**src/rtl/fan_ctrl_pkg.sv**
```systemverilog
// fan_ctrl_pkg: shared definitions for the temperature fan controller.
//   level_e   - 2-bit fan level encoding (LOW/MED/HIGH/CRIT)
//   level_of  - highest level whose threshold the temperature meets
//   duty_of   - PWM duty for a level (CRIT uses the caller's all-ones value)
package fan_ctrl_pkg;

    typedef enum logic [1:0] {
        LVL_LOW  = 2'd0,
        LVL_MED  = 2'd1,
        LVL_HIGH = 2'd2,
        LVL_CRIT = 2'd3
    } level_e;

    function automatic level_e level_of(input int unsigned temp,
                                        input int unsigned t_med,
                                        input int unsigned t_high,
                                        input int unsigned t_crit);
        level_e lvl;
        lvl = LVL_LOW;
        if (temp >= t_crit) begin
            lvl = LVL_CRIT;
        end else if (temp >= t_high) begin
            lvl = LVL_HIGH;
        end else if (temp >= t_med) begin
            lvl = LVL_MED;
        end
        return lvl;
    endfunction

    function automatic logic [31:0] duty_of(input level_e      level,
                                            input logic [31:0] d_low,
                                            input logic [31:0] d_med,
                                            input logic [31:0] d_high,
                                            input logic [31:0] d_max);
        logic [31:0] duty;
        duty = d_low;
        unique case (level)
            LVL_LOW:  duty = d_low;
            LVL_MED:  duty = d_med;
            LVL_HIGH: duty = d_high;
            LVL_CRIT: duty = d_max;
            default:  duty = d_low;
        endcase
        return duty;
    endfunction

endpackage

```
**src/rtl/pwm_gen.sv**
```systemverilog
// pwm_gen: free-running PWM with duty latched at counter wrap and registered output.
// Ports:
//   clk     - clock
//   rst_n   - synchronous active-low reset
//   duty    - requested duty; sampled only when the counter is 0
//   pwm_out - registered PWM drive; all-ones duty gives constant 1, 0 gives constant 0
module pwm_gen #(
    parameter int unsigned PWM_W = 8
) (
    input  logic             clk,
    input  logic             rst_n,
    input  logic [PWM_W-1:0] duty,
    output logic             pwm_out
);

    logic [PWM_W-1:0] r_cnt;
    logic [PWM_W-1:0] r_duty;
    logic             r_pwm;
    logic [PWM_W-1:0] w_duty_eff;
    logic             w_pwm_d;

    // At counter 0 the new duty already governs this slot, so the whole
    // period starting at 0 runs at the new duty.
    always_comb begin
        w_duty_eff = r_duty;
        if (r_cnt == '0) begin
            w_duty_eff = duty;
        end
        w_pwm_d = (r_cnt < w_duty_eff) || (&w_duty_eff);
    end

    always_ff @(posedge clk) begin
        if (!rst_n) begin
            r_cnt  <= '0;
            r_duty <= '0;
            r_pwm  <= 1'b0;
        end else begin
            r_cnt  <= r_cnt + 1'b1;
            r_duty <= w_duty_eff;
            r_pwm  <= w_pwm_d;
        end
    end

    assign pwm_out = r_pwm;

endmodule

```
**src/rtl/temp_fan_pwm_ctrl.sv**
```systemverilog
// temp_fan_pwm_ctrl: temperature-to-fan-level controller with hysteresis,
// dwell filtering, immediate CRIT escalation and PWM fan drive.
// Ports:
//   clk          - clock
//   rst_n        - synchronous active-low reset
//   temp_valid   - qualifies temp_in
//   temp_in      - sensor temperature (unsigned)
//   fan_speed    - committed level: 00 LOW, 01 MED, 10 HIGH, 11 CRIT
//   pwm_out      - fan PWM drive (registered)
//   overtemp     - high while the committed level is CRIT
//   level_change - one-cycle pulse after each commit
module temp_fan_pwm_ctrl
    import fan_ctrl_pkg::*;
#(
    parameter int unsigned TEMP_W    = 8,
    parameter int unsigned T_MED     = 20,
    parameter int unsigned T_HIGH    = 41,
    parameter int unsigned T_CRIT    = 100,
    parameter int unsigned HYST      = 2,
    parameter int unsigned DWELL     = 16,
    parameter int unsigned PWM_W     = 8,
    parameter int unsigned DUTY_LOW  = 64,
    parameter int unsigned DUTY_MED  = 160,
    parameter int unsigned DUTY_HIGH = 224
) (
    input  logic              clk,
    input  logic              rst_n,
    input  logic              temp_valid,
    input  logic [TEMP_W-1:0] temp_in,
    output logic [1:0]        fan_speed,
    output logic              pwm_out,
    output logic              overtemp,
    output logic              level_change
);

    localparam int unsigned       CNT_W    = $clog2(DWELL) + 1;
    localparam logic [CNT_W-1:0]  CNT_LAST = CNT_W'(DWELL - 1);

    logic [TEMP_W-1:0] r_temp_q;
    level_e            r_cur;
    level_e            r_pend;
    logic [CNT_W-1:0]  r_cnt;
    logic              r_level_change;

    logic [31:0]       w_temp;
    level_e            w_r_up;
    level_e            w_r_dn;
    level_e            w_target;
    level_e            w_cur_d;
    level_e            w_pend_d;
    logic [CNT_W-1:0]  w_cnt_d;
    logic              w_commit;
    logic [31:0]       w_duty32;
    logic [PWM_W-1:0]  w_duty;

    assign w_temp = 32'(r_temp_q);
    assign w_r_up = level_of(w_temp, T_MED, T_HIGH, T_CRIT);
    assign w_r_dn = level_of(w_temp, T_MED - HYST, T_HIGH - HYST, T_CRIT - HYST);

    // Rising uses the plain thresholds, falling the hysteresis-lowered ones;
    // between the two the current level holds.
    always_comb begin
        w_target = r_cur;
        if (w_r_up > r_cur) begin
            w_target = w_r_up;
        end else if (w_r_dn < r_cur) begin
            w_target = w_r_dn;
        end
    end

    // Dwell filter: a non-CRIT target must stay unchanged for DWELL cycles
    // after being captured in r_pend before it is committed. CRIT bypasses it.
    always_comb begin
        w_cur_d  = r_cur;
        w_pend_d = r_pend;
        w_cnt_d  = r_cnt;
        w_commit = 1'b0;
        if (w_target == LVL_CRIT) begin
            w_cur_d  = LVL_CRIT;
            w_pend_d = LVL_CRIT;
            w_cnt_d  = '0;
            w_commit = (r_cur != LVL_CRIT);
        end else if (w_target != r_pend) begin
            w_pend_d = w_target;
            w_cnt_d  = '0;
        end else if (r_pend != r_cur) begin
            if (r_cnt == CNT_LAST) begin
                w_cur_d  = r_pend;
                w_cnt_d  = '0;
                w_commit = 1'b1;
            end else begin
                w_cnt_d = r_cnt + 1'b1;
            end
        end else begin
            w_cnt_d = '0;
        end
    end

    always_ff @(posedge clk) begin
        if (!rst_n) begin
            r_temp_q       <= '0;
            r_cur          <= LVL_LOW;
            r_pend         <= LVL_LOW;
            r_cnt          <= '0;
            r_level_change <= 1'b0;
        end else begin
            if (temp_valid) begin
                r_temp_q <= temp_in;
            end
            r_cur          <= w_cur_d;
            r_pend         <= w_pend_d;
            r_cnt          <= w_cnt_d;
            r_level_change <= w_commit;
        end
    end

    assign w_duty32 = duty_of(r_cur, 32'(DUTY_LOW), 32'(DUTY_MED), 32'(DUTY_HIGH),
                              32'({PWM_W{1'b1}}));
    assign w_duty   = w_duty32[PWM_W-1:0];

    pwm_gen #(
        .PWM_W (PWM_W)
    ) u_pwm_gen (
        .clk     (clk),
        .rst_n   (rst_n),
        .duty    (w_duty),
        .pwm_out (pwm_out)
    );

    assign fan_speed    = r_cur;
    assign overtemp     = (r_cur == LVL_CRIT);
    assign level_change = r_level_change;

endmodule

```
**config.mk**
```make
export PLATFORM = sky130hd
export DESIGN_NAME = temp_fan_pwm_ctrl
export DESIGN_NICKNAME = d
export VERILOG_FILES = /design/src/rtl/fan_ctrl_pkg.sv /design/src/rtl/pwm_gen.sv /design/src/rtl/temp_fan_pwm_ctrl.sv
export SDC_FILE = /design/constraint.sdc
export NUM_CORES = 1
export LEC_CHECK = 0
export CAP_MARGIN = 20
export CORE_MARGIN = 8
export CORE_UTILIZATION = 57
export DETAILED_ROUTE_END_ITERATION = 12
export MAX_ROUTING_LAYER = met4
export PLACE_DENSITY = 0.79
export SYNTH_ARGS = -nofsm -noshare
export SYNTH_HDL_FRONTEND = slang
export SYNTH_SLANG_ARGS = --single-unit
```
**constraint.sdc**
```tcl
create_clock -name clk -period 4.3 [get_ports clk]
set_clock_uncertainty 0.15 [all_clocks]
set_input_delay 0.43 -clock clk [delete_from_list [all_inputs] [get_ports clk]]
set_output_delay 0.43 -clock clk [all_outputs]
set_load 0.1 [all_outputs]
```
==> impl_table.tex <==
\begin{tabular}{lr}
\hline
Metric & Value \\
\hline
\multicolumn{2}{l}{\textbf{Status}} \\
\quad Result of the run & finished, final reports clean \\
\multicolumn{2}{l}{\textbf{Global route}} \\
\quad Aggregate global-route resource usage & 0.152 \\
\quad Vias in the first global route & between 1000 and 1500 \\
\quad Number of antenna violations at the first check in global routing & 0 \\
\quad Aggregate global routing overflow & 0 \\
\quad Global-route wire length before repair & $\sim$6 mm \\
\quad Largest net degree at the start of global routing & 32 \\
\multicolumn{2}{l}{\textbf{Die}} \\
\quad Die height & about 73 um \\
\quad Die extent in x & roughly 73 um \\
\quad Core area & slightly above 3000 um2 \\
\quad Number of rows created at floorplan & 20 \\
\quad Die area & about 5300 um2 \\
\quad Top-Level Pins & 16 \\
\quad Starting density of the core & 0.603 \\
\multicolumn{2}{l}{\textbf{Pwr}} \\
\quad Internal power of the cells & 471 uW \\
\quad Fraction of power consumed by combinational cells & 0.229 \\
\quad Share of total power in the clock network & 0.244 \\
\quad Switching part of the total power & 0.306 \\
\quad Static leakage power & $\sim$0.83 nW \\
\quad Power per unit of standard cell area & between 300 and 400 nW/um2 \\
\quad Peak supply drop & 177 uV \\
\quad Share of total power in sequential cells & 0.526 \\
\quad Net Switching & a little over 200 uW \\
\quad Power after layout & just under 700 uW \\
\multicolumn{2}{l}{\textbf{Clocking}} \\
\quad H-tree lvl count & 2 \\
\quad Quantity of gates resized following cts & 0 \\
\quad Clock tree from TritonCTS & yes \\
\quad Clock latency on the worst-skew pair & between 0.3 and 0.4 ns \\
\quad Postcts setup bufs & 0 \\
\quad Clock root cell & clkbuf\_4 \\
\quad Buffer depth of the longest clock path & 2 \\
\quad TritonCTS buffer count & 5 \\
\quad Hold buffer count at cts & 0 \\
\quad Clock-pin slew on the worst setup and hold paths & approximately 0.1 ns \\
\quad TritonCTS sink count & 35 \\
\multicolumn{2}{l}{\textbf{Worst setup path}} \\
\quad WP data arrival & roughly 3.5 ns \\
\quad Cell with the largest stage delay on the worst path & or4b\_4 \\
\quad Startpoint of the worst setup timing path & r\_temp\_q[4] \\
\quad Crit Path Max Fanout & 10 \\
\quad Data required, critical path & 4.43 ns \\
\quad Worst setup EP type & flip-flop \\
\quad Slowest Stage Delay on Critical Path & just under 0.6 ns \\
\quad Critical path startpoint category & flip-flop \\
\quad Type of the setup path with the least slack & flip-flop to flip-flop \\
\quad List of cells traversed by the critical path & o21ai\_0 -> o21ai\_1 -> ha\_1 -> nor2b\_1 -> o21ai\_2 -> o2111ai\_1 -> o211a\_4 -> mux2\_4 -> or4b\_4 -> nor2\_2 \\
\quad Origin of the critical flop-to-flop path & r\_temp\_q[4] \\
\multicolumn{2}{l}{\textbf{Placement}} \\
\quad Post-detailed-placement cell area & roughly 2000 um2 \\
\quad Detailed-placement wirelength estimate & 2.71 mm \\
\quad DP Cell Count & 257 \\
\quad Number of buffers added on ports & 15 \\
\quad GPL Wtd Cong & $\sim$0.93 \\
\quad Worst slack, placed & 0.972 ns \\
\multicolumn{2}{l}{\textbf{Yosys}} \\
\quad Share of synthesized registers carrying an async set or reset & 0 \\
\quad Distinct cell type count of the synthesized netlist & 49 \\
\quad Number of warnings printed during yosys synthesis & 0 \\
\quad Library cell with the highest instance count after synthesis & dfxtp\_1 \\
\quad Count of flip-flops with a built-in enable after synthesis & 0 \\
\quad Mean instance size in the synthesized netlist & 8.98 um2 \\
\quad Register area share after synthesis & 0.381 \\
\quad Net count after synthesis & about 230 \\
\quad Area fraction in and, or, nand and nor cells after synthesis & 0.224 \\
\quad Area share of fa/ha/maj cells after synthesis & 0.102 \\
\quad Mapped Cells & slightly above 200 \\
\quad Top cell type's share of synthesized area & 0.381 \\
\quad Flip-flop cell with the highest count after synthesis & dfxtp\_1 \\
\quad Xor/xnor share of the synthesized area & 0.0476 \\
\quad Post-synthesis cell area & 1840 um2 \\
\quad Leading post-synthesis cells by instance count & dfxtp\_1 (35), nor2\_1 (34), ha\_1 (15) \\
\quad Fraction of synthesized area in multiplexers & 0.0700 \\
\quad Area contributors post-synth & dfxtp\_1 (38\%), ha\_1 (10\%), nor2\_1 (6.9\%) \\
\quad Complex-gate fraction of the synthesized area & 0.136 \\
\quad Largest area contributor in the netlist & dfxtp\_1 \\
\quad Synthesis-stage register bit count & 35 \\
\quad Main combinational cell family by area after synthesis & simple AND/OR/NAND/NOR gates \\
\multicolumn{2}{l}{\textbf{Layout}} \\
\quad Proportion of layout cells with a drive suffix above 1 & 0.113 \\
\quad Synthesis-to-finish area growth & 11.9\% \\
\quad Nets & 246 \\
\quad Post-route cell area & 2060 um2 \\
\quad \# diodes & 0 \\
\quad Final std cells w/o fill & 265 \\
\multicolumn{2}{l}{\textbf{Worst hold path}} \\
\quad Worst hold path type & flip-flop to flip-flop \\
\quad Worst hold path startpoint & r\_cnt[0] \\
\multicolumn{2}{l}{\textbf{Drt}} \\
\quad Post-detailed-route via-to-cell ratio & 5.60 \\
\quad Post-route DRC & 0 \\
\quad Average wire per standard cell & 13.3 um \\
\quad Vias after detailed routing & $\sim$1500 \\
\quad Sum of routed wire length over all layers & about 3.5 mm \\
\quad 1st-iter DRT viols & 32 \\
\quad TritonRoute pass-1 iters & 5 \\
\quad Count of nets left with antenna violations after detail routing & 0 \\
\multicolumn{2}{l}{\textbf{Timing}} \\
\quad Setup TNS & 0 ns \\
\quad Setup repair after global routing missed its margin & false \\
\quad Final-report max-slew violation count & 0 \\
\quad Actual transition at the worst max-transition pin & about 0.97 ns \\
\quad Final hold violation count & 0 \\
\quad Min setup slack post-route & roughly 0.93 ns \\
\quad Maximum clock rate & about 0.3 GHz \\
\quad Max-slew headroom at the worst pin & 0.350 \\
\quad Share of the cycle needed by the critical path after routing & 0.783 \\
\quad \# setup viols final & 0 \\
\quad Final min period & 3.37 ns \\
\multicolumn{2}{l}{\textbf{Flow run}} \\
\quad Max-cap viol count & 0 \\
\hline
\end{tabular}
## routing by layer
layer,track usage,share of wire
met1,0.150,0.42
met2,0.270,0.51
met3,0.0440,0.040
met4,0.0689,0.026
met5,-,0
## power by group through the flow
stage	logic, mW	clock network (mW)	registers (mW)
finish	0.156	0.166	0.357
global route	0.173	0.187	0.360
CTS	0.156	0.174	0.357
detailed placement	0.156	0	0.364
global placement	0.148	0	0.363
floorplan	0.109	0	0.377
## metrics by stage
step                 util  hold slack, ns
CTS                 0.675           0.329
global route        0.675           0.335
global placement    0.658           0.286
finish              0.675           0.328
detailed placement  0.658           0.311
floorplan               -           0.278
## state kept, by name (all words and copies together) (netlist names)
name,flops
u_pwm_gen.r_duty,8
r_temp_q,8
level_change,1
r_cnt,5
u_pwm_gen.pwm_out,1
fan_speed,2
r_pend,2
u_pwm_gen.r_cnt,8
## cells by family after synthesis
group,count (synthesis)
multiplexers,11
AO/OA/AOI/OAI,38
buffers and inverters,17
flip-flops,35
AND/OR/NAND/NOR,79
adder cells (fa/ha/maj),15
XOR/XNOR,10
## cell usage in the layout (no fill, tap or decap), types with 2 or more instances in the layout
master,instances
a21oi_1,13
a31oi_1,2
and2_1,2
and3_1,4
clkbuf_1,2
clkbuf_4,5
clkdlybuf4s50_1,15
dfxtp_1,35
ha_1,15
inv_1,10
mux2i_1,8
nand2_1,8
nand3_1,9
nand4_1,2
nor2_1,34
nor2_2,5
nor3_1,2
nor3b_1,2
o21ai_0,7
o21ai_1,2
o31ai_1,2
or3_1,2
xnor2_1,5
xor2_1,5
## worst max-delay path, delay by kind of cell (launching register included)
family / cells / cell delay, ns
AO/OA/AOI/OAI: 5 / 1.18
AND/OR/NAND/NOR: 3 / 0.85
multiplexers: 1 / 0.31
flip-flops: 1 / 0.52
adder cells (fa/ha/maj): 1 / 0.31
## final timing paths
check / endpoint / slack, ns / depth (start not counted)
setup reg to reg: r_cnt[3] / 0.93 / 10
setup / recovery: r_cnt[3] / 0.93 / 10
hold / removal: r_cnt[0] / 0.33 / 1
hold reg to reg: r_cnt[0] / 0.33 / 1
## final cells by class
type                            instances  area [um2]
Inverter                               10        37.5
Sequential cell                        35         701
Multi-Input combinational cell        153        1070
Clock inverter                          1        5.00
Fill cell                             256         993
Timing Repair Buffer                   15         150
Clock buffer                            7        45.0
Tap cell                               44        55.1
(Power assumes the default switching activity.)
==> variant 1 (config.mk and constraints unchanged) <==
Remove the register `r_level_change`: a continuous assignment takes its place, so the output `level_change` follows one clock earlier.
--- a/src/rtl/temp_fan_pwm_ctrl.sv
+++ b/src/rtl/temp_fan_pwm_ctrl.sv
@@ -103,5 +103,4 @@
             r_pend         <= LVL_LOW;
             r_cnt          <= '0;
-            r_level_change <= 1'b0;
         end else begin
             if (temp_valid) begin
@@ -111,7 +110,8 @@
             r_pend         <= w_pend_d;
             r_cnt          <= w_cnt_d;
-            r_level_change <= w_commit;
         end
     end
+
+    assign r_level_change = w_commit;
 
     assign w_duty32 = duty_of(r_cur, 32'(DUTY_LOW), 32'(DUTY_MED), 32'(DUTY_HIGH),
Formal check against the unedited RTL: not equivalent (Yosys sat finds a counterexample within 4 cycles, from zero or initial values and one cycle with rst_n low).
==> variant 1 against the original RTL <==
Cell count increased by 2.3%. Sequential power about the same. Final area increased by 5.3%. Routed wire length increased by 19%. Total power increased by 27%. Via count increased by 7.5%. Synthesized area increased by 1.5%. Critical path type is now reg -> out. Sequential cell count decreased by 1. Worst setup slack got worse by 700 ps.
==> variant 1: results (changes against the original RTL) <==
metric,value,unit,change
gp_congestion,0.842,,-9.8%
grt_max_degree,29,,-9.4%
met2_usage,0.321,,+0.0504
drive_gt1_frac,0.0793,,-0.0338
detail_route.vias_per_cell,5.88,,+5.1%
relSlewSlack,0.348,,-0.00182
first_pass_iters,4,,-1
power.leakage,0.891,nW,+7.9%
met1_usage,0.176,,+0.0267
yosysSeqAreaShare,0.364,,-0.0163
synth_cell_types,51,,+4.1%
dpl.hpwl,3.17,mm,+17%
max_stage_delay,450,ps,-130 ps
instances_no_fill,271,,+2.3%
ys_top_cells_by_area,"dfxtp_1, ha_1, nor2_1",,
syn_inst,209,,+2.0%
grt_pass1_wl,7.24,mm,+18%
post_dp_cell_area,0.00206,sq mm,+2.7%
gr-usage-met3,0.0481,,+0.00412
drt-initial-drc-count,89,,+180%
hold_viol_final,0,,unchanged
wl,4.21,mm,+19%
cp_max_fo,7,,-3
final_nets,252,,+2.4%
syn_nets,235,,+1.7%
numPlacedInstances,263,,+2.3%
gr-usage-all-layers,0.176,,+0.0242
status,"complete, no violations",,
arrival,3480,ps,-20 ps
[variant 1: worst paths after layout]
check	slack, ps	cells past startpoint	from	to
worst min-delay path	330	1	r_cnt[0]	r_cnt[0]
worst max register to register	1050	9	r_temp_q[4]	r_cnt[1]
worst max-delay path	240	11	r_temp_q[2]	level_change
worst min register to register	330	1	r_cnt[0]	r_cnt[0]
[variant 1: worst register-to-register path: cells and delay by family (launching register included)]
kind	cells	cell delay (ps)
adder cells (fa/ha/maj)	1	330
flip-flops	1	480
AO/OA/AOI/OAI	4	1600
AND/OR/NAND/NOR	4	620
[variant 1: metal layers]
layer / wire length [um] / share of wire
met5: 0 / 0
met4: 37 / 0.0088
met3: 219 / 0.052
met2: 2220 / 0.53
met1: 1730 / 0.41
[variant 1: final cells by class]
cell class,count,area share
well taps,44,0.0254
clock inverters,3,0.0317
inverters,8,0.0138
flip-flops and latches,34,0.314
repair buffers,15,0.0738
multi-input cells,162,0.524
clock buffers,5,0.0173
[variant 1: cell families (layout without fill, tap and decap cells)]
group,Yosys count,after routing,synth area share
adder cells (fa/ha/maj),15,15,0.100
AND/OR/NAND/NOR,80,80,0.212
XOR/XNOR,11,11,0.0516
multiplexers,13,13,0.0703
buffers and inverters,13,31,0.0268
flip-flops,34,34,0.364
AO/OA/AOI/OAI,43,43,0.175
[variant 1: through the flow]
stage | worst slack [ps] | utilization
floorplan | 262 | -
global placement | 851 | 0.670
detailed placement | 643 | 0.670
CTS | 259 | 0.705
global route | 57.6 | 0.705
finish | 238 | 0.705
[variant 1: power breakdown]
part | switching [mW] | internal [mW] | leakage [nW]
clock | 0.116 | 0.182 | 0.0554
sequential | 0.0243 | 0.333 | 0.277
combinational | 0.127 | 0.0795 | 0.558
==> variant 2 (same flow settings) <==
Made on the original files. `DUTY_MED`: 160 -> 80.
--- a/src/rtl/temp_fan_pwm_ctrl.sv
+++ b/src/rtl/temp_fan_pwm_ctrl.sv
@@ -21,5 +21,5 @@
     parameter int unsigned PWM_W     = 8,
     parameter int unsigned DUTY_LOW  = 64,
-    parameter int unsigned DUTY_MED  = 160,
+    parameter int unsigned DUTY_MED  = 80,
     parameter int unsigned DUTY_HIGH = 224
 ) (
Behaviour: same outputs for any inputs over 10 cycles, from zero or initial values and one cycle with rst_n low; that may be too few to reach the edited logic, so the function may still have changed.
==> variant 2 against the original RTL <==
Synthesized cell count down 2.9%. Hold slack worse by 1.3 ps. Final area rose by 1.8%. Worst setup slack better by 260 ps. Sequential cell count did not move. Total power is 11% higher. Synthesized area decreased by 0.14%. Largest power group unchanged. Routed wire length up 2.2%. Core utilization rose by 1.2 points.
==> variant 2: results (changes against the original RTL) <==
metric,value,unit,change
yosys-top-cells-count,"dfxtp_1, nor2b_1, ha_1",,
cp_max_fo,9,,-1
cts_setup_buffers,0,,unchanged
max_stage_delay,490,ps,-90 ps
final_nets,240,,-2.4%
clock_latency,330,ps,about the same
ff2ff_path_depth,9,,-1
grt_max_degree,34,,+6.3%
yosysSeqAreaShare,0.381,,+0.000518
power.leakage,0.827,nW,+0.18%
cts_buffer_depth,2,,unchanged
avgRoutedWirePerCell,13.9,um,+4.5%
port_buffers,15,,unchanged
ys_warn_count,0,,unchanged
synth_cell_types,43,,-12%
ys_top_cells_by_area,"dfxtp_1, ha_1, nor2b_1",,
arrival,3220,ps,-280 ps
h-tree-depth,2,,unchanged
async_flop_share,0,,unchanged
hp-class,reg -> reg,,
whs,326,ps,-1.29 ps
ir_drop,0.191,mV,+7.9%
first_pass_iters,6,,+1
antenna_cells,0,,unchanged
detail_route.vias_per_cell,5.54,,-1.0%
drive_gt1_frac,0.0605,,-0.0527
min_to,r_cnt[0],,
relSlewSlack,0.338,,-0.0118
reg2reg_from,r_temp_q[4],,
grt_pass1_vias,1410,,-2.7%
critical_path.slowest_cell,dfxtp_1,,
rrSetupSlack,1190,ps,+260 ps
antenna_found_initial,0,,unchanged
gp_congestion,0.830,,-11%
cts-root-buf,clkbuf_4,,
grt_pass1_wl,6.06,mm,-1.0%
reg2reg_to,r_cnt[2],,
status,"complete, no violations",,
gr-usage-all-layers,0.149,,-0.00327
drt-initial-drc-count,87,,+170%
holdCritStartpoint,r_cnt[0],,
layout_top_registers,"r_temp_q x8, u_pwm_gen.r_cnt x8, u_pwm_gen.r_duty x8",,
cts.repair.resized,0,,unchanged
clk_pin_slew,100,ps,about the same
cts_made_buffers,5,,unchanged
dpl.hpwl,2.70,mm,-0.31%
syn_nets,225,,-2.6%
==> variant 2: changes by cell type after synthesis, sizes merged, moves of 3 or more <==
| cell | before | now |
|---|---|---|
| and2 | 2 | 10 |
| inv | 10 | 5 |
| nand3 | 9 | 6 |
| nor2 | 39 | 9 |
| nor2b | 1 | 20 |
| nor3 | 2 | 9 |
==> variant 2: final cells by class <==
class | count | area (sq um)
fill | 268 | 957
timing repair buffer | 15 | 150
multi-input combinational | 152 | 1080
clock buffer | 6 | 51.3
clock inverter | 2 | 35.0
tap | 44 | 55.1
inverter | 5 | 18.8
sequential | 35 | 701
==> variant 2: cells by family after synthesis <==
logic type      count (synthesis)  share of synthesized area
simple gates                   80                      0.246
compound gates                 36                      0.133
flops                          35                      0.381
fa+ha+maj                      15                      0.102
buf+inv                        12                     0.0286
mux                            12                     0.0660
xor+xnor                        9                     0.0429
==> variant 2: power by group <==
part	total, mW	switching (mW)	internal [mW]	leakage [nW]
clock	0.246	0.109	0.137	0.0482
sequential	0.358	0.0188	0.340	0.285
combinational	0.151	0.0882	0.0631	0.494
total	0.756	0.216	0.540	0.827
==> variant 2: worst max path at each step <==
| stage | from | endpoint | slack, ps | cells past startpoint |
|---|---|---|---|---|
| floorplan | fan_speed[1] | fan_speed[0] | 1050 | 8 |
| global placement | r_temp_q[7] | fan_speed[0] | 1420 | 9 |
| detailed placement | r_temp_q[4] | r_cnt[2] | 1300 | 9 |
| CTS | r_temp_q[4] | r_cnt[2] | 1210 | 9 |
| global route | r_temp_q[5] | r_cnt[2] | 900 | 9 |
| finish | r_temp_q[4] | r_cnt[2] | 1190 | 9 |
==> variant 2: layer usage <==
layer / up-vias / part of all wire / global-route usage
met5: - / 0 / -
met4: 0 / 0.022 / 0.0733
met3: 10 / 0.046 / 0.0440
met2: 27 / 0.50 / 0.261
met1: 660 / 0.44 / 0.146
li1: 738 / - / -
==> variant 2: worst max-delay path, delay by kind of cell, from the launching register on <==
kind	cells	cell delay [ps]
compound gates	3	750
mux	2	730
simple gates	3	600
flops	1	490
fa+ha+maj	1	310
==> variant 2: stage by stage <==
stage                      util  setup slack, ps  std cells  instance area [sq um]
final                     0.686             1190        259                   2100
after global routing      0.686              903        259                   2100
after CTS                 0.686             1210        259                   2100
after detailed placement  0.658             1300        251                   2010
after global placement    0.658             1420        251                   2010
after floorplan               -             1050        199                   1840
